**config.mk**
```make
export PLATFORM = sky130hd
export DESIGN_NAME = imem_loader
export DESIGN_NICKNAME = d
export VERILOG_FILES = /design/src/rtl/imem_loader.sv
export SDC_FILE = /design/constraint.sdc
export NUM_CORES = 1
export LEC_CHECK = 0
export ABC_AREA = 1
export BUFFER_PORTS_ARGS = -buffer_cell sky130_fd_sc_hd__buf_2
export CORE_MARGIN = 2
export CORE_UTILIZATION = 45
export CTS_CLUSTER_DIAMETER = 50
export CTS_CLUSTER_SIZE = 8
export DETAILED_ROUTE_END_ITERATION = 10
export GPL_TIMING_DRIVEN = 1
export PLACE_DENSITY = 0.7
export SYNTH_ARGS = -nofsm -noshare
export SYNTH_HDL_FRONTEND = slang
export SYNTH_SLANG_ARGS = --single-unit
```
**constraint.sdc**
```tcl
create_clock -name clk -period 2.7 [get_ports clk]
set_input_delay 0.405 -clock clk [delete_from_list [all_inputs] [get_ports clk]]
set_output_delay 0.405 -clock clk [all_outputs]
set_load 0.02 [all_outputs]
```
**src/rtl/imem_loader.sv**
```systemverilog
// Program-image loader: assembles a little-endian byte stream into 32-bit words,
// writes them to IMEM at sequential addresses and releases the core once loaded.
//
// state | meaning
// IDLE  | waiting for start, stream not accepted
// HDR   | collecting the 4-byte word count N
// DATA  | collecting the 4 bytes of the next image word
// WRITE | one-cycle IMEM write of the assembled word
// DONE  | image complete, core released from reset
// ERR   | header count exceeded IMEM capacity, nothing written
module imem_loader #(
    parameter int unsigned       DEPTH_WORDS = 1024,
    parameter int unsigned       ADDR_W      = 32,
    parameter logic [ADDR_W-1:0] BASE_ADDR   = '0
) (
    input  logic              clk,
    input  logic              rst,
    input  logic              start,
    input  logic [7:0]        rx_data,
    input  logic              rx_valid,
    output logic              rx_ready,
    output logic              mem_we,
    output logic [ADDR_W-1:0] mem_addr,
    output logic [31:0]       mem_wdata,
    output logic              core_rst_n,
    output logic              done,
    output logic              err
);

    typedef enum logic [2:0] {
        S_IDLE,
        S_HDR,
        S_DATA,
        S_WRITE,
        S_DONE,
        S_ERR
    } state_t;

    state_t            state, state_next;
    logic [1:0]        byte_idx, byte_idx_next;
    logic [23:0]       word_buf, word_buf_next;
    logic [31:0]       word_idx, word_idx_next;
    logic [31:0]       count, count_next;
    logic [ADDR_W-1:0] addr_next;
    logic [31:0]       wdata_next;
    logic [31:0]       full_word;
    logic              accept;
    logic              clear;

    always_comb begin
        state_next    = state;
        byte_idx_next = byte_idx;
        word_buf_next = word_buf;
        word_idx_next = word_idx;
        count_next    = count;
        addr_next     = mem_addr;
        wdata_next    = mem_wdata;
        clear         = 1'b0;
        accept        = rx_valid && rx_ready;
        // Only meaningful when the 4th byte is on rx_data.
        full_word     = {rx_data, word_buf};

        case (state)
            S_IDLE: begin
                if (start) begin
                    state_next = S_HDR;
                    clear      = 1'b1;
                end
            end
            S_HDR: begin
                if (accept && byte_idx == 2'd3) begin
                    count_next = full_word;
                    if (full_word == 32'd0)
                        state_next = S_DONE;
                    else if (full_word > 32'(DEPTH_WORDS))
                        state_next = S_ERR;
                    else
                        state_next = S_DATA;
                end
            end
            S_DATA: begin
                if (accept && byte_idx == 2'd3) begin
                    state_next = S_WRITE;
                    addr_next  = BASE_ADDR + (ADDR_W'(word_idx) << 2);
                    wdata_next = full_word;
                end
            end
            S_WRITE: begin
                word_idx_next = word_idx + 32'd1;
                if (word_idx + 32'd1 == count)
                    state_next = S_DONE;
                else
                    state_next = S_DATA;
            end
            S_DONE, S_ERR: begin
                if (start) begin
                    state_next = S_HDR;
                    clear      = 1'b1;
                end
            end
            default: state_next = S_IDLE;
        endcase

        if (accept) begin
            byte_idx_next = byte_idx + 2'd1;
            case (byte_idx)
                2'd0: word_buf_next[7:0]   = rx_data;
                2'd1: word_buf_next[15:8]  = rx_data;
                2'd2: word_buf_next[23:16] = rx_data;
                2'd3: ;
                default: ;
            endcase
        end

        if (clear) begin
            byte_idx_next = 2'd0;
            word_buf_next = 24'd0;
            word_idx_next = 32'd0;
            count_next    = 32'd0;
        end
    end

    // Outputs are registered from the next state so they line up with the state.
    always_ff @(posedge clk) begin
        if (rst) begin
            state      <= S_IDLE;
            byte_idx   <= 2'd0;
            word_buf   <= 24'd0;
            word_idx   <= 32'd0;
            count      <= 32'd0;
            rx_ready   <= 1'b0;
            mem_we     <= 1'b0;
            mem_addr   <= '0;
            mem_wdata  <= 32'd0;
            core_rst_n <= 1'b0;
            done       <= 1'b0;
            err        <= 1'b0;
        end else begin
            state      <= state_next;
            byte_idx   <= byte_idx_next;
            word_buf   <= word_buf_next;
            word_idx   <= word_idx_next;
            count      <= count_next;
            rx_ready   <= (state_next == S_HDR) || (state_next == S_DATA);
            mem_we     <= (state_next == S_WRITE);
            mem_addr   <= addr_next;
            mem_wdata  <= wdata_next;
            core_rst_n <= (state_next == S_DONE);
            done       <= (state_next == S_DONE);
            err        <= (state_next == S_ERR);
        end
    end

endmodule

```
# --- After elaboration in Yosys (flattened, before gate mapping) ---
# Cells that the tools add are included.
word_totals:
  input_bits: 12
  register_bits: 159
  rom_bits: 0
  memories: 0
  latch_bits: 0
  elab_cells: 52
  mem_bits_rw: 0
  out_inout_bits: 69
op_classes:
  mul: 0
  n_mux: 9
  div: 0
  eq_ne: 14
  add_sub_neg: 2
  reduce_logical: 13
  n_bitwise: 0
  shift: 0
  n_lt_le_gt_ge: 1
ops:
  columns: ["cell", "n"]
  rows:
  - ["32-bit by 1-bit adder with 32-bit output (second input constant)", 1]
  - ["32-bit equality test", 1]
  - ["32-bit by 11-bit greater-than comparator with 1-bit output (second input constant)", 1]
  - ["32-bit zero test", 1]
  - ["3-bit two-way mux", 6]
  - ["3-bit by 2-bit equality test with 1-bit output (second input constant)", 4]
  - ["3-bit equality test (second input constant)", 4]
  - ["3-bit one-hot mux with 4 select lines", 1]
  - ["2-bit AND reduction", 5]
  - ["3-bit by 1-bit equality test with 1-bit output (second input constant)", 2]
  - ["2-bit equality test (second input constant)", 2]
  - ["3-bit zero test", 1]
  - ["3-bit OR reduction", 1]
  - ["2-bit by 1-bit adder with 2-bit output (second input constant)", 1]
  - ["2-bit by 1-bit equality test with 1-bit output (second input constant)", 1]
  - ["1-bit logical AND", 2]
  - ["2-bit zero test", 1]
  - ["1-bit two-way mux", 2]
  - ["2-bit OR reduction", 1]
  - ["1-bit logical OR", 1]

# --- Depth between registers and ports, before layout ---
# Gate-level depths: netlist of the first run.
logic_depth:
  ltp_word: 7
  ltp_mapped: 18
  ltp_nobuf: 18

# --- Least setup slack after synthesis of the first run ---
# No wires, ideal clock.
synth_path:
  kind: "flip-flop to flip-flop"
  startpoint: "reg word_idx[1]"
  endpoint: "reg rx_ready"
  setup_ns: 0.112
  period_less_slack_ns: 2.018
  path_stages_with_launch: 19
  t_arrival_ns: 1.906
  required_time_ns: 2.588
  setup_slack_ns: 0.682
  n_path_buf: 0
  path_cell_list: "dfxtp_1 > ha_1 > nand2_2 > nor2_8 > nand2_2 > nor2_4 > nand2_1 > nand2_1 > nand2_1 > nand2_1 > nand2_1 > nor2_1 > nand2_1 > nor2_1 > nand3_1 > nand2_1 > nand3_1 > nand2_1 > nor2_1"
synth_between:
  elab_chain_len: 6
  word_cells_on_any_way: 7
  classes_between: "add/sub (1); eq/ne (3); mux (2); reduce/logical (1)"
synth_lines:
  columns: ["element", "line_no", "rtl"]
  rows:
  - ["start, declared", "42", "logic [31:0] word_idx, word_idx_next;"]
  - ["start signal, assigned", "142", "word_idx <= word_idx_next;"]
  - ["32-bit by 1-bit adder with 32-bit output (*)", "90", "if (word_idx + 32'd1 == count)"]
  - ["32-bit equality test (*)", "90", null]
  - ["3-bit two-way mux (*)", "90", null]
  - ["3-bit one-hot mux with 4 select lines (*)", "63", "case (state)"]
  - ["3-bit by 1-bit equality test with 1-bit output or 3-bit by 2-bit equality test with 1-bit output (tied branches)", "144", "rx_ready <= (state_next == S_HDR) || (state_next == S_DATA);"]
  - ["1-bit logical OR (*)", "144", null]
  - ["end signal, assigned", "144", null]
  - ["end, declared", "21", "output logic rx_ready,"]
# Every way passes the cells marked *; elsewhere a longest branch is shown, timed or not.
# A chain may end at the register's enable or synchronous reset.

# --- Worst setup path after layout of the first run ---
layout_path:
  startpoint: "reg word_idx[0]"
  endpoint: "reg rx_ready"
# The elaborated chain is that of the path after synthesis.

==> run summary, run 1 <==
Total grt overflow: 0
Placed Area: 8160 µm²
CP endpoint kind: flop
Period Utilization, post-route: 89.1%
Total CTS buffers: 17
Worst Hold Launch: rst
Post-synthesis sequential area ratio: 42.1%
HP Class: in -> reg
Antenna violations before repair: 0
Final wirelength: 21.0 mm
Fmax: 0.416 GHz
Final setup fails: 0
Routed wire per std cell: 14.9 µm
Initial Utilization: 45.8%
Post-cts repair resize count: 0
CTS tree: done
Footprint of the multi-input gates: 3690 µm²
Number of synthesized flops with an enable pin: 0
RSZ-0062 raised after global routing: no
Fin cells: 1407
H-tree levels: 4
Final Critical Period: 2.40 ns
Vias/cell: 5.22
Crit Path Max Fanout: 7
Cts hold-fix bufs: 0
DRT Pass-1 Iters: 5
Worst-skew pair later-pin latency: 0.43 ns
Peak VDD IR: 414 µV
Worst slew pin tran: 0.773 ns
Routed Antenna Nets: 0
Combinational fraction of design power: 3.3%
Placed Cells: 1376
GRT Overall Usage: 24.5%
PortBufs: 78
Worst Hold Depth: 2
Syn Area/Cell: 6.77 µm²
Slew Limit Fails: 0
Root buf cell: clkbuf_16
Fin Setup TNS: 0 ns
#FFs+latches synth: 159
CP startpoint kind: flop
Layout cell share with drive strength beyond 1: 12.2%
Count of final hold-check violations: 0
PwrDens: 591 nW/µm²
Crit path required time: 3.03 ns
Die area: 17900 µm²
Synthesized area: 7560 µm²
Number of library cell types mapped by synthesis: 31
Num Clock Sinks: 159
Warnings from Yosys: 0
Switching part of the total: 21.9%
Max Root-Sink Buffers: 2
Post-DP HPWL: 15.1 mm
Reg clk slew, reported paths: 0.06 ns
Worst r2r path cells: 18
RR Endpoint: rx_ready
Crit path arrival time: 2.73 ns
CP Class: reg -> reg
Psw: 1140 µW
Max-cap viol count: 0
Worst slew margin: 48.4%
R2r setup slk: 0.30 ns
Sequential cell area: 3180 µm²
R2R Path Start: word_idx[0]
First-pass GRT wire length: 34.5 mm
FILL cells: 1591
Post-Syn Instances: 1117
Ys async rst share: 0%
Core Footprint: 16500 µm²
Leak pwr: 0.00404 µW
Via count of the first global-routing pass: 6728
Dominant synthesized flop cell: dfxtp_1
Post-route cell area: 8810 µm²
Drt drc: 0
Row count: 47
Seq pwr share: 45.3%
Setup ws final: 0.295 ns
Pre-CTS setup slack: 0.314 ns
DR iter-0 viols: 447
Setup Skew: 0.0104 ns
N_diodes: 0
Synth-to-Final Area Change: 16.5%
Die X: 134 µm
Clk pwr share: 51.3%
Pin count of the biggest net entering global routing: 108
Int Pwr: 4070 µW
Setup repair bufs after CTS: 0
Die H: 134 µm
Total power: 5210 µW
Worst hold path endpoint: mem_we
Fin nets: 1192
Routability cong.: 0.942
Vias: 7346
I/O pins: 81
Status: finished, final reports clean
## placed cells by master (no fill, tap or decap), types with 2 or more instances in the layout
cell	count
nor2_2	4
inv_2	3
nor2_4	5
buf_12	3
a21oi_1	126
nand3b_1	4
dfxtp_1	158
inv_6	4
nand3_1	107
buf_4	7
nand2_1	244
nand4_1	10
buf_2	78
nand2_2	4
o211ai_1	14
nor2_1	106
ha_1	5
nand2_4	2
clkbuf_16	17
conb_1	2
nor3_1	7
o21ai_0	113
inv_1	131
bufinv_16	5
xor2_1	4
nor2_8	4
nor4_1	5
nand3_2	2
## how the worst max path moves through the flow
| stage | end | from | depth (start not counted) |
|---|---|---|---|
| 5_1_grt | done | word_idx[0] | 15 |
| 3_3_place_gp | rx_ready | word_idx[1] | 18 |
| 3_5_place_dp | rx_ready | word_idx[1] | 18 |
| 2_1_floorplan | rx_ready | word_idx[1] | 18 |
| 6_report | rx_ready | word_idx[0] | 18 |
| 4_1_cts | rx_ready | word_idx[1] | 18 |
## area by class of cell
cell class,instances,share of cell area (%)
Clock buffer,19,5.03
Clock inverter,12,2.34
Inverter,134,5.71
Multi-Input combinational cell,775,41.9
Sequential cell,159,36.2
Tap cell,220,3.12
Timing Repair Buffer,88,5.71
## worst max-delay path, cell delays in order, from the launching register on
cell and delay [ns]:
dfxtp_1 0.41, ha_1 0.22, nand2_2 0.13, nor2_8 0.17
nand2_4 0.10, nor2_8 0.18, nand2_1 0.06, nand2_1 0.08
nand2_1 0.07, nand2_1 0.09, nand2_1 0.05, nor2_1 0.11
nand2_1 0.06, nor2_1 0.09, nand3_1 0.09, nand2_1 0.11
nand3_1 0.12, nand2_1 0.08, nor2_1 0.05
## flip-flops by register name (all words and copies together), names as in the netlist
signal     cells
word_buf      24
mem_wdata     32
done           1
state          3
rx_ready       1
byte_idx       2
mem_addr      30
err            1
mem_we         1
count         32
word_idx      32
## power groups by stage
stage          registers (µW)  logic [µW]  clock network [µW]
2_1_floorplan            2410        99.4                   0
3_3_place_gp             2410         170                   0
3_5_place_dp             2410         171                   0
4_1_cts                  2360         172                2700
5_1_grt                  2360         190                2800
6_report                 2360         174                2670
## routing by layer
layer  GRT usage [%]  routed length [µm]  vias to the layer above
met1            32.7                9690                     3303
met4            9.46                 578                        0
met2            39.0                9510                      232
met3            5.10                1250                       40
li1                -                   -                     3771
met5               0                   0                        -
## synthesized netlist by cell type, types with 2 or more instances
cell / number / area [µm²]
nand3b_1: 4 / 30.0
nor2_4: 4 / 45.0
o21ai_0: 113 / 566
buf_4: 3 / 22.5
inv_2: 3 / 11.3
clkbuf_1: 43 / 161
dfxtp_1: 159 / 3180
nand2_1: 244 / 916
o211ai_1: 14 / 105
nand4_1: 10 / 62.6
nand2_4: 2 / 22.5
buf_1: 4 / 15.0
a21oi_1: 126 / 631
inv_1: 131 / 492
nor2_2: 4 / 25.0
nor3_1: 8 / 40.0
nor2_1: 107 / 402
nand3_1: 107 / 536
ha_1: 5 / 62.6
xor2_1: 4 / 35.0
nand3_2: 2 / 20.0
nor4_1: 5 / 31.3
nand2_2: 4 / 25.0
nor2_8: 4 / 80.1
## logic make-up after synthesis
group | Yosys count | share of synthesized area, %
AOI/OAI and AO/OA | 255 | 17.4
DFF | 159 | 42.1
and+or+nand+nor | 508 | 29.8
other | 1 | 0.0496
buffers and inverters | 184 | 9.28
xor gates and xnor gates | 5 | 0.579
adders and majority gates | 5 | 0.827
## through the flow
stage	utilization [%]	hold WS, ns
after floorplan	-	0.441
after global placement	49.4	0.449
after detailed placement	49.4	0.462
after CTS	53.3	0.209
after global routing	53.3	0.223
final	53.3	0.219
Note: power is estimated with default switching activity, not from simulation.
==> run 2: changes to the inputs <==
--- a/config.mk
+++ b/config.mk
@@ -7,7 +7,7 @@
 export LEC_CHECK = 0
 export ABC_AREA = 1
 export BUFFER_PORTS_ARGS = -buffer_cell sky130_fd_sc_hd__buf_2
-export CORE_MARGIN = 2
+export CORE_MARGIN = 5
 export CORE_UTILIZATION = 45
 export CTS_CLUSTER_DIAMETER = 50
 export CTS_CLUSTER_SIZE = 8
==> constraint.sdc (replaced) <==
create_clock -name clk -period 2.7 [get_ports clk]
set_input_delay 0.405 -clock clk [delete_from_list [all_inputs] [get_ports clk]]
set_output_delay 0.405 -clock clk [all_outputs]
set_load 0.1 [all_outputs]
==> run 2 against run 1 <==
Net effect:
- clock-buffer cell count down 1
- combinational power up 7%
- core utilization down 0.67 points
- setup slack worse by 0.062 ns
- sequential cell count unchanged
- total power down 6.9%
- cell count about the same
- sequential power about the same
- fmax down 2.5%
- first-iteration DRC count up 44%
- sequential share of layout area up 0.46 points
- die area up 9.2%
==> run summary, run 2 (synthesis results as in run 1) <==
Die H: 140 µm (+4.5%)
Worst slew margin: 45.5% (-2.9 points)
Final setup fails: 0 (unchanged)
Peak VDD IR: 459 µV (+11%)
Drt drc: 0 (unchanged)
Cts hold-fix bufs: 0 (unchanged)
Sequential cell area: 3180 µm² (unchanged)
First-pass GRT wire length: 34.4 mm (-0.12%)
Num Clock Sinks: 159 (unchanged)
Post-DP HPWL: 15.6 mm (+3.2%)
Layout cell share with drive strength beyond 1: 12.4% (+0.16 points)
PwrDens: 558 nW/µm² (-5.7%)
Routed Antenna Nets: 0 (unchanged)
HP Class: in -> reg
Crit Path Max Fanout: 7 (unchanged)
Final wirelength: 21.4 mm (+1.8%)
PortBufs: 78 (unchanged)
Setup Skew: 0.0116 ns (+0.00123 ns)
Most common cell after layout, fill and taps aside: nand2_1
Count of final hold-check violations: 0 (unchanged)
DR iter-0 viols: 642 (+44%)
Period Utilization, post-route: 91.3% (+2.3 points)
Status: finished, final reports clean
Pre-CTS setup slack: 0.232 ns (-0.0824 ns)
Root buf cell: clkbuf_16
Via count of the first global-routing pass: 6417 (-4.6%)
Worst slew pin tran: 0.817 ns (+0.0434 ns)
Most frequent cells in the layout: nand2_1 (244), dfxtp_1 (158), inv_1 (131), a21oi_1 (126), o21ai_0 (113)
Slew Limit Fails: 0 (unchanged)
Setup repair bufs after CTS: 0 (unchanged)
Crit path arrival time: 2.79 ns (+0.06 ns)
CTS tree: done
Antenna violations before repair: 0 (unchanged)
Die X: 140 µm (+4.5%)
Synth-to-Final Area Change: 15.0%
CP startpoint kind: flop
Total grt overflow: 0 (unchanged)
Final Critical Period: 2.47 ns (+0.0619 ns)
GRT Overall Usage: 22.0% (-2.5 points)
RSZ-0062 raised after global routing: no
Core Footprint: 16500 µm² (unchanged)
Footprint of the multi-input gates: 3700 µm² (about the same)
H-tree levels: 4 (unchanged)
Worst-skew pair later-pin latency: 0.43 ns (about the same)
Fin Setup TNS: 0 ns (unchanged)
Setup ws final: 0.234 ns (-0.0619 ns)
CP Class: reg -> reg
Total power: 4850 µW (-6.9%)
Total CTS buffers: 17 (unchanged)
Fmax: 0.405 GHz (-2.5%)
Initial Utilization: 45.8% (unchanged)
Crit path required time: 3.03 ns (about the same)
I/O pins: 81 (unchanged)
DRT Pass-1 Iters: 6 (+1)
Vias/cell: 5.13 (-1.7%)
Leak pwr: 0.00398 µW (-1.3%)
Max Root-Sink Buffers: 2 (unchanged)
Vias: 7225 (-1.6%)
Die area: 19500 µm² (+9.2%)
N_diodes: 0 (unchanged)
Reg clk slew, reported paths: 0.06 ns (about the same)
Max-cap viol count: 0 (unchanged)
Row count: 47 (unchanged)
Routed wire per std cell: 15.2 µm (+1.7%)
CP endpoint kind: flop
FILL cells: 1655 (+4.0%)
Largest regs: count x32, mem_wdata x32, word_idx x32
Fin nets: 1192 (unchanged)
Routability cong.: 0.883 (-6.2%)
Pin count of the biggest net entering global routing: 108 (unchanged)
==> run 2: changes by cell type in the layout (fill, tap and decap cells not counted), sizes merged <==
cell      previous run  this run
clkinvlp             1         2
clkinv               2         6
bufinv               5         1
inv                138       139
clkbuf              19        18
==> run 2: worst paths after layout <==
path	start	to	slack [ns]	cells past startpoint
worst max-delay path	word_idx[0]	rx_ready	0.23	18
worst min-delay path	rst	mem_we	0.21	2
worst max register to register	word_idx[0]	rx_ready	0.23	18
worst min register to register	word_buf[3]	word_buf[3]	0.46	2
==> run 2: metal layers <==
layer  vias to the layer above  global-route usage (%)  routed length [µm]
met3                        30                    4.49                1410
li1                       3758                       -                   -
met2                       220                    34.5                9660
met4                         0                    7.70                 526
met1                      3217                    30.4                9790
met5                         -                       0                   0
==> run 2: final cells by class <==
type | count | area share [%]
clock inverters | 14 | 1.52
multi-input cells | 775 | 42.5
well taps | 220 | 3.16
flip-flops and latches | 159 | 36.6
inverters | 134 | 5.78
repair buffers | 88 | 5.49
clock buffers | 18 | 4.93
==> run 2: metrics by stage <==
stage | area (µm²) | util (%) | hold slack (ns) | std cells
CTS | 8690 | 52.6 | 0.210 | 1408
floorplan | 7570 | - | 0.441 | 1118
global placement | 8130 | 49.2 | 0.449 | 1376
finish | 8700 | 52.6 | 0.213 | 1408
detailed placement | 8130 | 49.2 | 0.455 | 1376
global route | 8700 | 52.6 | 0.209 | 1408
==> run 2: repair_timing <==
| item | in CTS | in global routing |
|---|---|---|
| hold endpoints to repair | 0 | 0 |
| setup endpoints to repair | 0 | 3 |
| gates resized for setup | 0 | 2 |
==> run 2: worst max-delay path: stages, from the launching register on <==
cell and delay (ns):
dfxtp_1 0.41, ha_1 0.23, nand2_2 0.13, nor2_8 0.17, nand2_2 0.10, nor2_4 0.19, nand2_1 0.10, nand2_1 0.08
nand2_1 0.07, nand2_1 0.09, nand2_1 0.06, nor2_1 0.13, nand2_1 0.06, nor2_1 0.13, nand3_1 0.09, nand2_1 0.10
nand3_1 0.11, nand2_1 0.08, nor2_1 0.04
==> run 2: report_power, final <==
group	switching [µW]	total, µW	internal [µW]	leakage, µW
clock network	1020	2300	1280	0.000273
logic	149	187	38.5	0.00243
registers	7.62	2360	2350	0.00128
